<file path="src/rtl/fighter_pkg.sv">
// Shared fighter definitions: state codes, hit kinds and the direction decode
// also used by the AI player.
package fighter_pkg;

  localparam int unsigned ST_W = 4;
  typedef logic [ST_W-1:0] state_t;

  localparam state_t ST_IDLE  = 4'd0;
  localparam state_t ST_FWD   = 4'd1;
  localparam state_t ST_BACK  = 4'd2;
  localparam state_t ST_B_SU  = 4'd3;
  localparam state_t ST_B_ACT = 4'd4;
  localparam state_t ST_B_REC = 4'd5;
  localparam state_t ST_D_SU  = 4'd6;
  localparam state_t ST_D_ACT = 4'd7;
  localparam state_t ST_D_REC = 4'd8;
  localparam state_t ST_HSTUN = 4'd9;
  localparam state_t ST_BSTUN = 4'd10;

  localparam logic HIT_BASIC = 1'b0;
  localparam logic HIT_DIR   = 1'b1;

  typedef enum logic [1:0] {
    DIR_NONE = 2'd0,
    DIR_FWD  = 2'd1,
    DIR_BACK = 2'd2
  } dir_e;

  // Pressing both buttons always means back (guard), regardless of side.
  function automatic dir_e dir_decode(input logic side, input logic left, input logic right);
    dir_e d;
    logic fwd_btn;
    logic back_btn;
    fwd_btn  = side ? left : right;
    back_btn = side ? right : left;
    d = DIR_NONE;
    if (left && right) d = DIR_BACK;
    else if (fwd_btn)  d = DIR_FWD;
    else if (back_btn) d = DIR_BACK;
    return d;
  endfunction

endpackage

</file>
<file path="src/rtl/fighter_frame_timer.sv">
// Frame-count timer for timed fighter states; expire is high while the count is zero.
module fighter_frame_timer #(
  parameter int unsigned TMR_W = 5
) (
  input  logic             clk,
  input  logic             rst,
  input  logic             load,
  input  logic [TMR_W-1:0] load_val,
  input  logic             tick,
  output logic [TMR_W-1:0] value,
  output logic             expire
);

  logic [TMR_W-1:0] value_q, value_d;

  always_comb begin
    value_d = value_q;
    if (load)                         value_d = load_val;
    else if (tick && value_q != '0)   value_d = value_q - TMR_W'(1);
  end

  always_ff @(posedge clk) begin
    if (rst) value_q <= '0;
    else     value_q <= value_d;
  end

  assign value  = value_q;
  assign expire = (value_q == '0);

endmodule

</file>
<file path="src/rtl/fighter_ctrl.sv">
// Per-player fighter controller: movement, basic/directional attacks and hit/block
// stun, advanced once per frame_tick while run is high.
module fighter_ctrl
  import fighter_pkg::*;
#(
  parameter bit          SIDE     = 1'b0,
  parameter int unsigned POS_W    = 10,
  parameter int unsigned START_X  = 100,
  parameter int unsigned X_MIN    = 10,
  parameter int unsigned X_MAX    = 517,
  parameter int unsigned SPD_FWD  = 3,
  parameter int unsigned SPD_BACK = 2,
  parameter int unsigned MIN_GAP  = 30,
  parameter int unsigned B_SU     = 5,
  parameter int unsigned B_ACT    = 2,
  parameter int unsigned B_REC    = 16,
  parameter int unsigned D_SU     = 4,
  parameter int unsigned D_ACT    = 3,
  parameter int unsigned D_REC    = 15,
  parameter int unsigned HS_B     = 15,
  parameter int unsigned HS_D     = 14,
  parameter int unsigned BS_B     = 13,
  parameter int unsigned BS_D     = 12,
  parameter int unsigned BUF_FR   = 4,
  parameter int unsigned TMR_W    = 5
) (
  input  logic             clk,
  input  logic             rst,
  input  logic             frame_tick,
  input  logic             run,
  input  logic             left,
  input  logic             right,
  input  logic             attack,
  input  logic [POS_W-1:0] opp_posx,
  input  logic             hit_valid,
  input  logic             hit_kind,
  input  logic             block_ok,
  output logic             hit_ack,
  output logic             blocked,
  output logic [POS_W-1:0] posx,
  output logic [ST_W-1:0]  state,
  output logic             atk_active,
  output logic [TMR_W-1:0] frame_left
);

  localparam int unsigned PW = POS_W + 1;

  state_t           state_q, state_d;
  logic [POS_W-1:0] posx_q, posx_d;
  logic [TMR_W-1:0] buf_q, buf_d;
  logic             atk_prev_q, atk_prev_d;
  logic             hit_ack_q, hit_ack_d;
  logic             blocked_q, blocked_d;
  logic             atk_active_q, atk_active_d;

  logic             tick_c, atk_req_c, stun_c, ahead_c;
  logic             tmr_load_c, tmr_expire_c;
  logic [TMR_W-1:0] tmr_val_c, tmr_value_c;
  dir_e             dir_c;
  state_t           free_next_c;
  logic [PW-1:0]    mp_c, mo_c, dist_c, room_c, step_c, fwd_pos_c, back_pos_c;

  // Timer load value on entry: duration-1 for timed states, 0 for free states.
  function automatic logic [TMR_W-1:0] entry_val(input state_t st, input logic kind);
    int unsigned n;
    case (st)
      ST_B_SU:  n = B_SU;
      ST_B_ACT: n = B_ACT;
      ST_B_REC: n = B_REC;
      ST_D_SU:  n = D_SU;
      ST_D_ACT: n = D_ACT;
      ST_D_REC: n = D_REC;
      ST_HSTUN: n = (kind == HIT_DIR) ? HS_D : HS_B;
      ST_BSTUN: n = (kind == HIT_BASIC) ? BS_B : BS_D;
      default:  n = 1;
    endcase
    return TMR_W'(n - 1);
  endfunction

  function automatic state_t dir_state(input dir_e d);
    case (d)
      DIR_FWD:  return ST_FWD;
      DIR_BACK: return ST_BACK;
      default:  return ST_IDLE;
    endcase
  endfunction

  function automatic logic [PW-1:0] inc_clamp(input logic [PW-1:0] p, input logic [PW-1:0] s);
    logic [PW-1:0] q;
    q = p + s;
    return (q > PW'(X_MAX)) ? PW'(X_MAX) : q;
  endfunction

  function automatic logic [PW-1:0] dec_clamp(input logic [PW-1:0] p, input logic [PW-1:0] s);
    return (p < PW'(X_MIN) + s) ? PW'(X_MIN) : p - s;
  endfunction

  assign tick_c      = frame_tick & run;
  assign atk_req_c   = attack | (buf_q != '0);
  assign stun_c      = (state_q == ST_HSTUN) || (state_q == ST_BSTUN);
  assign dir_c       = dir_decode(SIDE, left, right);
  assign free_next_c = atk_req_c ? ST_B_SU : dir_state(dir_c);

  fighter_frame_timer #(.TMR_W(TMR_W)) u_timer (
    .clk      (clk),
    .rst      (rst),
    .load     (tmr_load_c),
    .load_val (tmr_val_c),
    .tick     (tick_c),
    .value    (tmr_value_c),
    .expire   (tmr_expire_c)
  );

  always_ff @(posedge clk) begin
    if (rst) begin
      state_q      <= ST_IDLE;
      posx_q       <= POS_W'(START_X);
      buf_q        <= '0;
      atk_prev_q   <= 1'b0;
      hit_ack_q    <= 1'b0;
      blocked_q    <= 1'b0;
      atk_active_q <= 1'b0;
    end else begin
      state_q      <= state_d;
      posx_q       <= posx_d;
      buf_q        <= buf_d;
      atk_prev_q   <= atk_prev_d;
      hit_ack_q    <= hit_ack_d;
      blocked_q    <= blocked_d;
      atk_active_q <= atk_active_d;
    end
  end

  // Next state, timer control and attack buffer.
  always_comb begin
    state_d    = state_q;
    buf_d      = buf_q;
    atk_prev_d = attack;
    tmr_load_c = 1'b0;
    tmr_val_c  = '0;
    if (!run) begin
      state_d    = ST_IDLE;
      buf_d      = '0;
      tmr_load_c = 1'b1;
    end else begin
      if (tick_c) begin
        if (hit_valid && !stun_c) begin
          state_d = (state_q == ST_BACK && block_ok) ? ST_BSTUN : ST_HSTUN;
        end else begin
          case (state_q)
            ST_IDLE:          state_d = atk_req_c ? ST_B_SU : dir_state(dir_c);
            ST_FWD, ST_BACK:  state_d = atk_req_c ? ST_D_SU : dir_state(dir_c);
            ST_B_SU:          if (tmr_expire_c) state_d = ST_B_ACT;
            ST_B_ACT:         if (tmr_expire_c) state_d = ST_B_REC;
            ST_D_SU:          if (tmr_expire_c) state_d = ST_D_ACT;
            ST_D_ACT:         if (tmr_expire_c) state_d = ST_D_REC;
            ST_B_REC, ST_D_REC, ST_HSTUN, ST_BSTUN:
                              if (tmr_expire_c) state_d = free_next_c;
            default:          state_d = ST_IDLE;
          endcase
        end
        if (state_d != state_q) begin
          tmr_load_c = 1'b1;
          tmr_val_c  = entry_val(state_d, hit_kind);
        end
        if (buf_q != '0) buf_d = buf_q - TMR_W'(1);
      end
      if (attack && !atk_prev_q) buf_d = TMR_W'(BUF_FR);
      if (state_d != state_q && (state_d == ST_B_SU || state_d == ST_D_SU)) buf_d = '0;
    end
  end

  // Registered outputs and clamped, gap-limited movement.
  always_comb begin
    hit_ack_d    = tick_c & hit_valid & ~stun_c;
    blocked_d    = hit_ack_d & (state_q == ST_BACK) & block_ok;
    atk_active_d = run & ((state_d == ST_B_ACT) || (state_d == ST_D_ACT));

    mp_c = PW'(posx_q);
    mo_c = PW'(opp_posx);
    if (SIDE == 1'b0) begin
      ahead_c = (mo_c >= mp_c);
      dist_c  = mo_c - mp_c;
    end else begin
      ahead_c = (mo_c <= mp_c);
      dist_c  = mp_c - mo_c;
    end
    room_c = (dist_c >= PW'(MIN_GAP)) ? dist_c - PW'(MIN_GAP) : '0;
    step_c = PW'(SPD_FWD);
    if (ahead_c && room_c < step_c) step_c = room_c;
    fwd_pos_c  = SIDE ? dec_clamp(mp_c, step_c) : inc_clamp(mp_c, step_c);
    back_pos_c = SIDE ? inc_clamp(mp_c, PW'(SPD_BACK)) : dec_clamp(mp_c, PW'(SPD_BACK));

    posx_d = posx_q;
    if (!run)                                    posx_d = POS_W'(START_X);
    else if (tick_c && state_d == ST_FWD)        posx_d = POS_W'(fwd_pos_c);
    else if (tick_c && state_d == ST_BACK)       posx_d = POS_W'(back_pos_c);
  end

  assign hit_ack    = hit_ack_q;
  assign blocked    = blocked_q;
  assign posx       = posx_q;
  assign state      = state_q;
  assign atk_active = atk_active_q;
  assign frame_left = tmr_value_c;

endmodule

</file>
<file path="config.mk">
export PLATFORM = sky130hd
export DESIGN_NAME = fighter_ctrl
export DESIGN_NICKNAME = d
export VERILOG_FILES = /design/src/rtl/fighter_pkg.sv /design/src/rtl/fighter_frame_timer.sv /design/src/rtl/fighter_ctrl.sv
export SDC_FILE = /design/constraint.sdc
export NUM_CORES = 1
export LEC_CHECK = 0
export ABC_AREA = 1
export CORE_MARGIN = 4
export CORE_UTILIZATION = 45
export CTS_CLUSTER_SIZE = 30
export DETAILED_ROUTE_END_ITERATION = 12
export PLACE_DENSITY = 0.67
export SETUP_SLACK_MARGIN = 0.3
export SLEW_MARGIN = 20
export SYNTH_ARGS = -nofsm -noshare
export SYNTH_HDL_FRONTEND = slang
export SYNTH_SLANG_ARGS = --single-unit
</file>
<file path="constraint.sdc">
create_clock -name clk -period 6.47 [get_ports clk]
set_input_delay 0.647 -clock clk [delete_from_list [all_inputs] [get_ports clk]]
set_output_delay 0.647 -clock clk [all_outputs]
set_load 0.01 [all_outputs]
</file>
## Word level (Yosys, flattened, before mapping)

Index checks and enable logic that the tools add are counted.

- Bits in registers: 28
- Bits of input ports: 20
- Output and inout port bits: 22
- Word-level logic and storage cells: 129

- Add/subtract/negate cells: 7
- Order comparisons: 5
- Equality and inequality tests: 28
- Muxes and demuxes: 42
- Bitwise operators: 9
- Reductions and logical operators: 29

Operator list:

| operator | number |
|---|---|
| 2-to-1 mux 4 bit | 13 |
| == test 4 x 3 -> 1 bit, second input constant | 11 |
| 2-to-1 mux 10 bit | 4 |
| 2-to-1 mux 5 bit | 8 |
| case mux 5 bit (8 select lines) | 1 |
| case mux 4 bit (7 select lines) | 1 |
| == test 4 bit, second input constant | 6 |
| 2-to-1 mux 11 bit | 2 |
| == test 4 x 2 -> 1 bit, second input constant | 5 |
| subtractor 5 x 1 -> 5 bit, second input constant | 3 |
| adder 10 x 11 -> 11 bit | 1 |
| greater-or-equal comparator 11 x 5 -> 1 bit, second input constant | 1 |
| > comparator 11 x 10 -> 1 bit, second input constant | 1 |
| < comparator 11 x 2 -> 1 bit, second input constant | 1 |
| subtractor 10 x 10 -> 11 bit | 1 |
| subtractor 11 x 5 -> 11 bit, second input constant | 1 |
| greater-or-equal comparator 10 bit | 1 |
| < comparator 10 x 4 -> 1 bit, second input constant | 1 |
| nonzero test 5 bit | 2 |
| subtractor 10 x 2 -> 10 bit, second input constant | 1 |
| logical AND 1 bit | 9 |
| 2-to-1 mux 3 bit | 3 |
| == test 4 x 1 -> 1 bit, second input constant | 2 |
| 2-to-1 mux 2 bit | 4 |
| other kinds (17) | 37 |

## Logic depth before layout (Yosys ltp)

- Depth in word-level cells: 21
- Depth in mapped cells: 37
- Gate-level depth less buffers: 37

## Cells and area by module

Synthesis repeated with hierarchy kept, for this count alone.

- Cell total of the unflattened synthesis: 593
- Area total of the unflattened synthesis: 3597.2 um2

Modules (own cells, without submodules):

| module | instances | cells each | area an instance (um2) | sequential area each (um2) |
|---|---|---|---|---|
| fighter_ctrl | 1 | 535 | 3249.4 | 460.4 |
| fighter_frame_timer | 1 | 58 | 347.8 | 100.1 |

## Worst setup path before layout

Ideal clock, no wire load.

- Path type: input-to-reg
- Start point: input opp_posx[0]
- End point: register posx_q[2] (netlist: posx[2])
- Library setup time: 0.115 ns
- Arrival: 4.295 ns
- Data required time: 6.355 ns
- Path slack: 2.060 ns
- Stages: 31
- Buffers on the path: 0
- Cells stage by stage: inv_1 ha_1 fa_1 xnor2_1 ha_1 nand2_1 nor2_1 nand3_1 nand3_1 nor2_2 nand2_2 o21ai_0 nand2_1 inv_1 nand3_1 ha_1 inv_1 fa_1 inv_1 nand3_1 nand2_1 nand3_1 nand2_1 xor2_1 nand3_1 nand2_1 inv_1 o21ai_0 o21ai_1 nand2_1 nand2_1

- Cells in the longest elaborated chain, start to end: 10
- Elaborated cells on any way between the ends: 12
- Classes of those cells: add/sub: 3; order compare: 4; mux: 4; reduce/logical: 1

Ends and longest elaborated chain:

| item | line | RTL |
|---|---|---|
| start, declared | fighter_ctrl.sv:34 | `input logic [POS_W-1:0] opp_posx,` |
| subtractor 10 x 10 -> 11 bit | fighter_ctrl.sv:183 | `dist_c = mo_c - mp_c;` |
| subtractor 11 x 5 -> 11 bit / greater-or-equal comparator 11 x 5 -> 1 bit (equally long branches) | fighter_ctrl.sv:188 | `room_c = (dist_c >= PW'(MIN_GAP)) ? dist_c - PW'(MIN_GAP) : '0;` |
| 2-to-1 mux 11 bit | fighter_ctrl.sv:188 |  |
| < comparator 11 x 2 -> 1 bit | fighter_ctrl.sv:190 | `if (ahead_c && room_c < step_c) step_c = room_c;` |
| logical AND 1 bit | fighter_ctrl.sv:190 |  |
| 2-to-1 mux 11 bit (*) | fighter_ctrl.sv:190 |  |
| adder 10 x 11 -> 11 bit (*) | fighter_ctrl.sv:90 | `q = p + s;` |
| > comparator 11 x 10 -> 1 bit | fighter_ctrl.sv:91 | `return (q > PW'(X_MAX)) ? PW'(X_MAX) : q;` |
| 2-to-1 mux 10 bit (*) | fighter_ctrl.sv:91 |  |
| 2-to-1 mux 10 bit (*) | fighter_ctrl.sv:196 | `else if (tick_c && state_d == ST_FWD) posx_d = POS_W'(fwd_pos_c);` |
| end signal, assigned | fighter_ctrl.sv:117 | `posx_q <= POS_W'(START_X);` |
| end signal, assigned | fighter_ctrl.sv:125 | `posx_q <= posx_d;` |
| end, declared | fighter_ctrl.sv:49 | `logic [POS_W-1:0] posx_q, posx_d;` |

Every way passes the cells marked *; elsewhere a longest branch is shown, timed or not.
A chain may end at the register's enable or synchronous reset.

## Final worst setup path

- Start point: input opp_posx[0]
- End point: register posx_q[5] (netlist: posx[5])

Same word-level chain as after synthesis.

==> summary.txt <==
STA
  – Worst Slack Setup Final: around 1.4 ns
  – Final setup viols: 0
  – FMAX: ~200 MHz
  – Fin crit share: 0.7894
  – Setup Skew: 0.009375 ns
  – Final min period: around 5.1 ns
  – Headroom to the max-slew limit: 0.6090
  – Final Hold Viols: 0
  – RSZ-0062 raised after global routing: false
  – Slew Viols, Final: 0
  – Total negative slack: 0 ns
  – Worst-margin pin slew: 0.5865 ns

Synth
  – Post-synth EDFFs: 0
  – Ys flop type: dfxtp_1
  – Synth area leaders: nand2_1 18%, dfxtp_1 16%, inv_1 9.3%
  – Synth cell types: 43
  – Yosys top cell area share: 0.1784
  – Top cells by count, synth: 168 x nand2_1, 88 x inv_1, 64 x nand3_1, 59 x nor2_1, 28 x dfxtp_1
  – Syn Area/Cell: approximately 6.0 um2
  – Synthesized area: 3535 um2
  – Syn Inst Count: a little under 600
  – Sequential-to-total area share from yosys stat: 0.1586
  – Post-synth ARST share: 0
  – Most frequent cell after synthesis: nand2_1
  – Number of synthesis warnings: 0
  – FF+latch count, synth: 28
  – Synth area leader: nand2_1

Setup path
  – Max incr delay on CP: ~0.45 ns
  – Maximum net fanout on the critical path: 6
  – Req. time, crit path: ~6.7 ns
  – Arr. time, crit path: approximately 5.3 ns
  – Crit path max-delay family: simple AND/OR/NAND/NOR gates
  – CP endpoint kind: register
  – Crit start category: input pin
  – Crit path from: opp_posx[0]
  – Reg-to-Reg Start: posx[1]$_SDFFE_PP0P_
  – Most frequent cell on the critical path: nand2_1
  – Worst setup path class: in2reg
  – CP bufs+invs: 6
  – Slowest cell on crit path: clkdlybuf4s50_1

Clocking
  – Root Driver: clkbuf_8
  – Post-CTS Resized: 0
  – H-tree depth: 1
  – Clock-pin slew on the worst setup and hold paths: approximately 0.09 ns
  – Deepest clock path buffer count: 2
  – Hold buffer count at CTS: 0
  – Num CTS Buffers: 3
  – Worst skew pair latency: 0.28 ns
  – Clock Sinks: 28
  – Post-CTS setup buffer count: 0
  – TritonCTS clock tree: done

Cells and area
  – Filler cell count: 832
  – Final instance area: about 4100 um2
  – Ant diodes: 0
  – Post-layout nets: between 600 and 700
  – Layout cells sized above 1: 0.07355
  – Area Overhead vs Synth: 16.81%

Power
  – VDD IR-drop max: 80.42 uV
  – Power density over the cells: ~120 nW/um2
  – Pleak: 2.054 nW

Drt
  – Drt drc: 0
  – DR vias: between 3000 and 4000
  – ANT nets after route: 0
  – Drt wl/cell: between 10 and 15 um
  – Vias per cell: 5.115
  – Drt pass-1 iters: 5
  – DRT iter0 DRCs: around 280
  – Drt total wl: 9024 um

Place
  – DP Worst Slack: around 1.1 ns
  – Placed cell area: ~4000 um2
  – GPL Wtd Cong: between 0.9 and 1
  – I/O Buffers: 41
  – Hpwl dp: between 7000 and 8000 um

Die
  – Die Ht: around 97 um
  – Initial Utilization: 0.4598
  – Die area: just over 9000 um2
  – # IOs: 42
  – Site Rows: 32
  – Chip width: roughly 97 um
  – CORE AREA: roughly 7700 um2

Global routing
  – First-pass GRT wire length: 15260 um
  – Largest net degree at the start of global routing: 17
  – Overflow after GRT: 0
  – Initial antenna violation count: 0
  – Tot GR Track Use: 0.1878
  – Number of global-route vias before repair: around 3400

Status
  – Status: completed

Run
  – Maxcap violations: 0

Min path
  – Hold path startpoint: buf_q[4]$_SDFFE_PP0P_
  – Min-delay worst type: reg2reg
==> cell usage in the layout, fill, tap and decap left out, drive strengths merged, types with 3 or more instances in the layout <==
cell	Yosys	final
inv	94	94
clkbuf	2	3
xnor2	5	5
conb	1	8
dfxtp	28	28
o21bai	3	3
nand3b	3	3
nand4	9	9
nand3	70	70
a21oi	30	30
clkdlybuf4s50	0	41
or2	3	3
ha	25	25
nor3	8	8
nor2	65	65
nor4	3	3
o21ai	30	30
xor2	17	17
nand2	179	179
==> area by class of cell <==
class / instances / area, um2 / share of cell area
inverter: 95 / 369.1 / 0.08939
timing repair buffer: 41 / 410.4 / 0.09939
sequential: 28 / 560.5 / 0.1358
tap: 102 / 127.6 / 0.03091
clock inverter: 1 / 30.03 / 0.007273
multi-input combinational: 471 / 2590 / 0.6273
clock buffer: 3 / 41.29 / 0.01000
==> power by group <==
| group | internal (mW) | switching (mW) |
|---|---|---|
| Clock | 0.0829 | 0.0557 |
| Sequential | 0.177 | 0.00490 |
| Combinational | 0.0745 | 0.120 |
==> logic make-up after synthesis <==
logic type                 Yosys count  synth area share
DFF                                 28            0.1586
AOI/OAI and AO/OA                   73            0.1218
buffers and inverters              100            0.1161
adders and majority gates           27           0.09982
xor gates and xnor gates            22           0.05664
and+or+nand+nor                    341            0.4460
other                                1          0.001061
==> worst reg2reg max path, delay by kind of cell, from the launching register on <==
family          cells  cell delay (ns)
compound gates      2             0.28
xor+xnor            2             0.47
buf+inv             5             0.51
flops               1             0.45
simple gates       20             1.94
fa+ha+maj           3             1.02
==> routing by layer <==
layer / vias to the layer above / part of all wire / global-route usage
met5: - / 0 / 0
met4: 0 / 0.0086 / 0.02268
met3: 8 / 0.053 / 0.02956
met2: 95 / 0.45 / 0.3010
met1: 1700 / 0.49 / 0.2735
li1: 1987 / - / -
==> registers in the layout, summed over array words and instances (netlist names) <==
register and count:
atk_active 1, atk_prev_q 1, blocked 1, buf_q 5
hit_ack 1, posx 10, state 4, u_timer.value 5
==> metrics by stage <==
| stage | utilization | power [mW] | instances | hold WS, ns |
|---|---|---|---|---|
| 2_1_floorplan | - | 0.3291 | 599 | 0.4172 |
| 3_3_place_gp | 0.5278 | 0.3762 | 737 | 0.4268 |
| 3_5_place_dp | 0.5278 | 0.3781 | 737 | 0.4395 |
| 4_1_cts | 0.5371 | 0.5195 | 741 | 0.4544 |
| 5_1_grt | 0.5371 | 0.5562 | 741 | 0.4874 |
| 6_report | 0.5371 | 0.5153 | 741 | 0.4520 |
==> path summary, 6_finish.rpt <==
path,to,slack [ns],cells after the start
worst max-delay path,posx[5]$_SDFFE_PP1P_,1.36,33
worst max register to register,posx[5]$_SDFFE_PP1P_,1.75,32
worst min-delay path,buf_q[4]$_SDFFE_PP0P_,0.45,2
worst min register to register,buf_q[4]$_SDFFE_PP0P_,0.45,2
(Power assumes the default switching activity.)
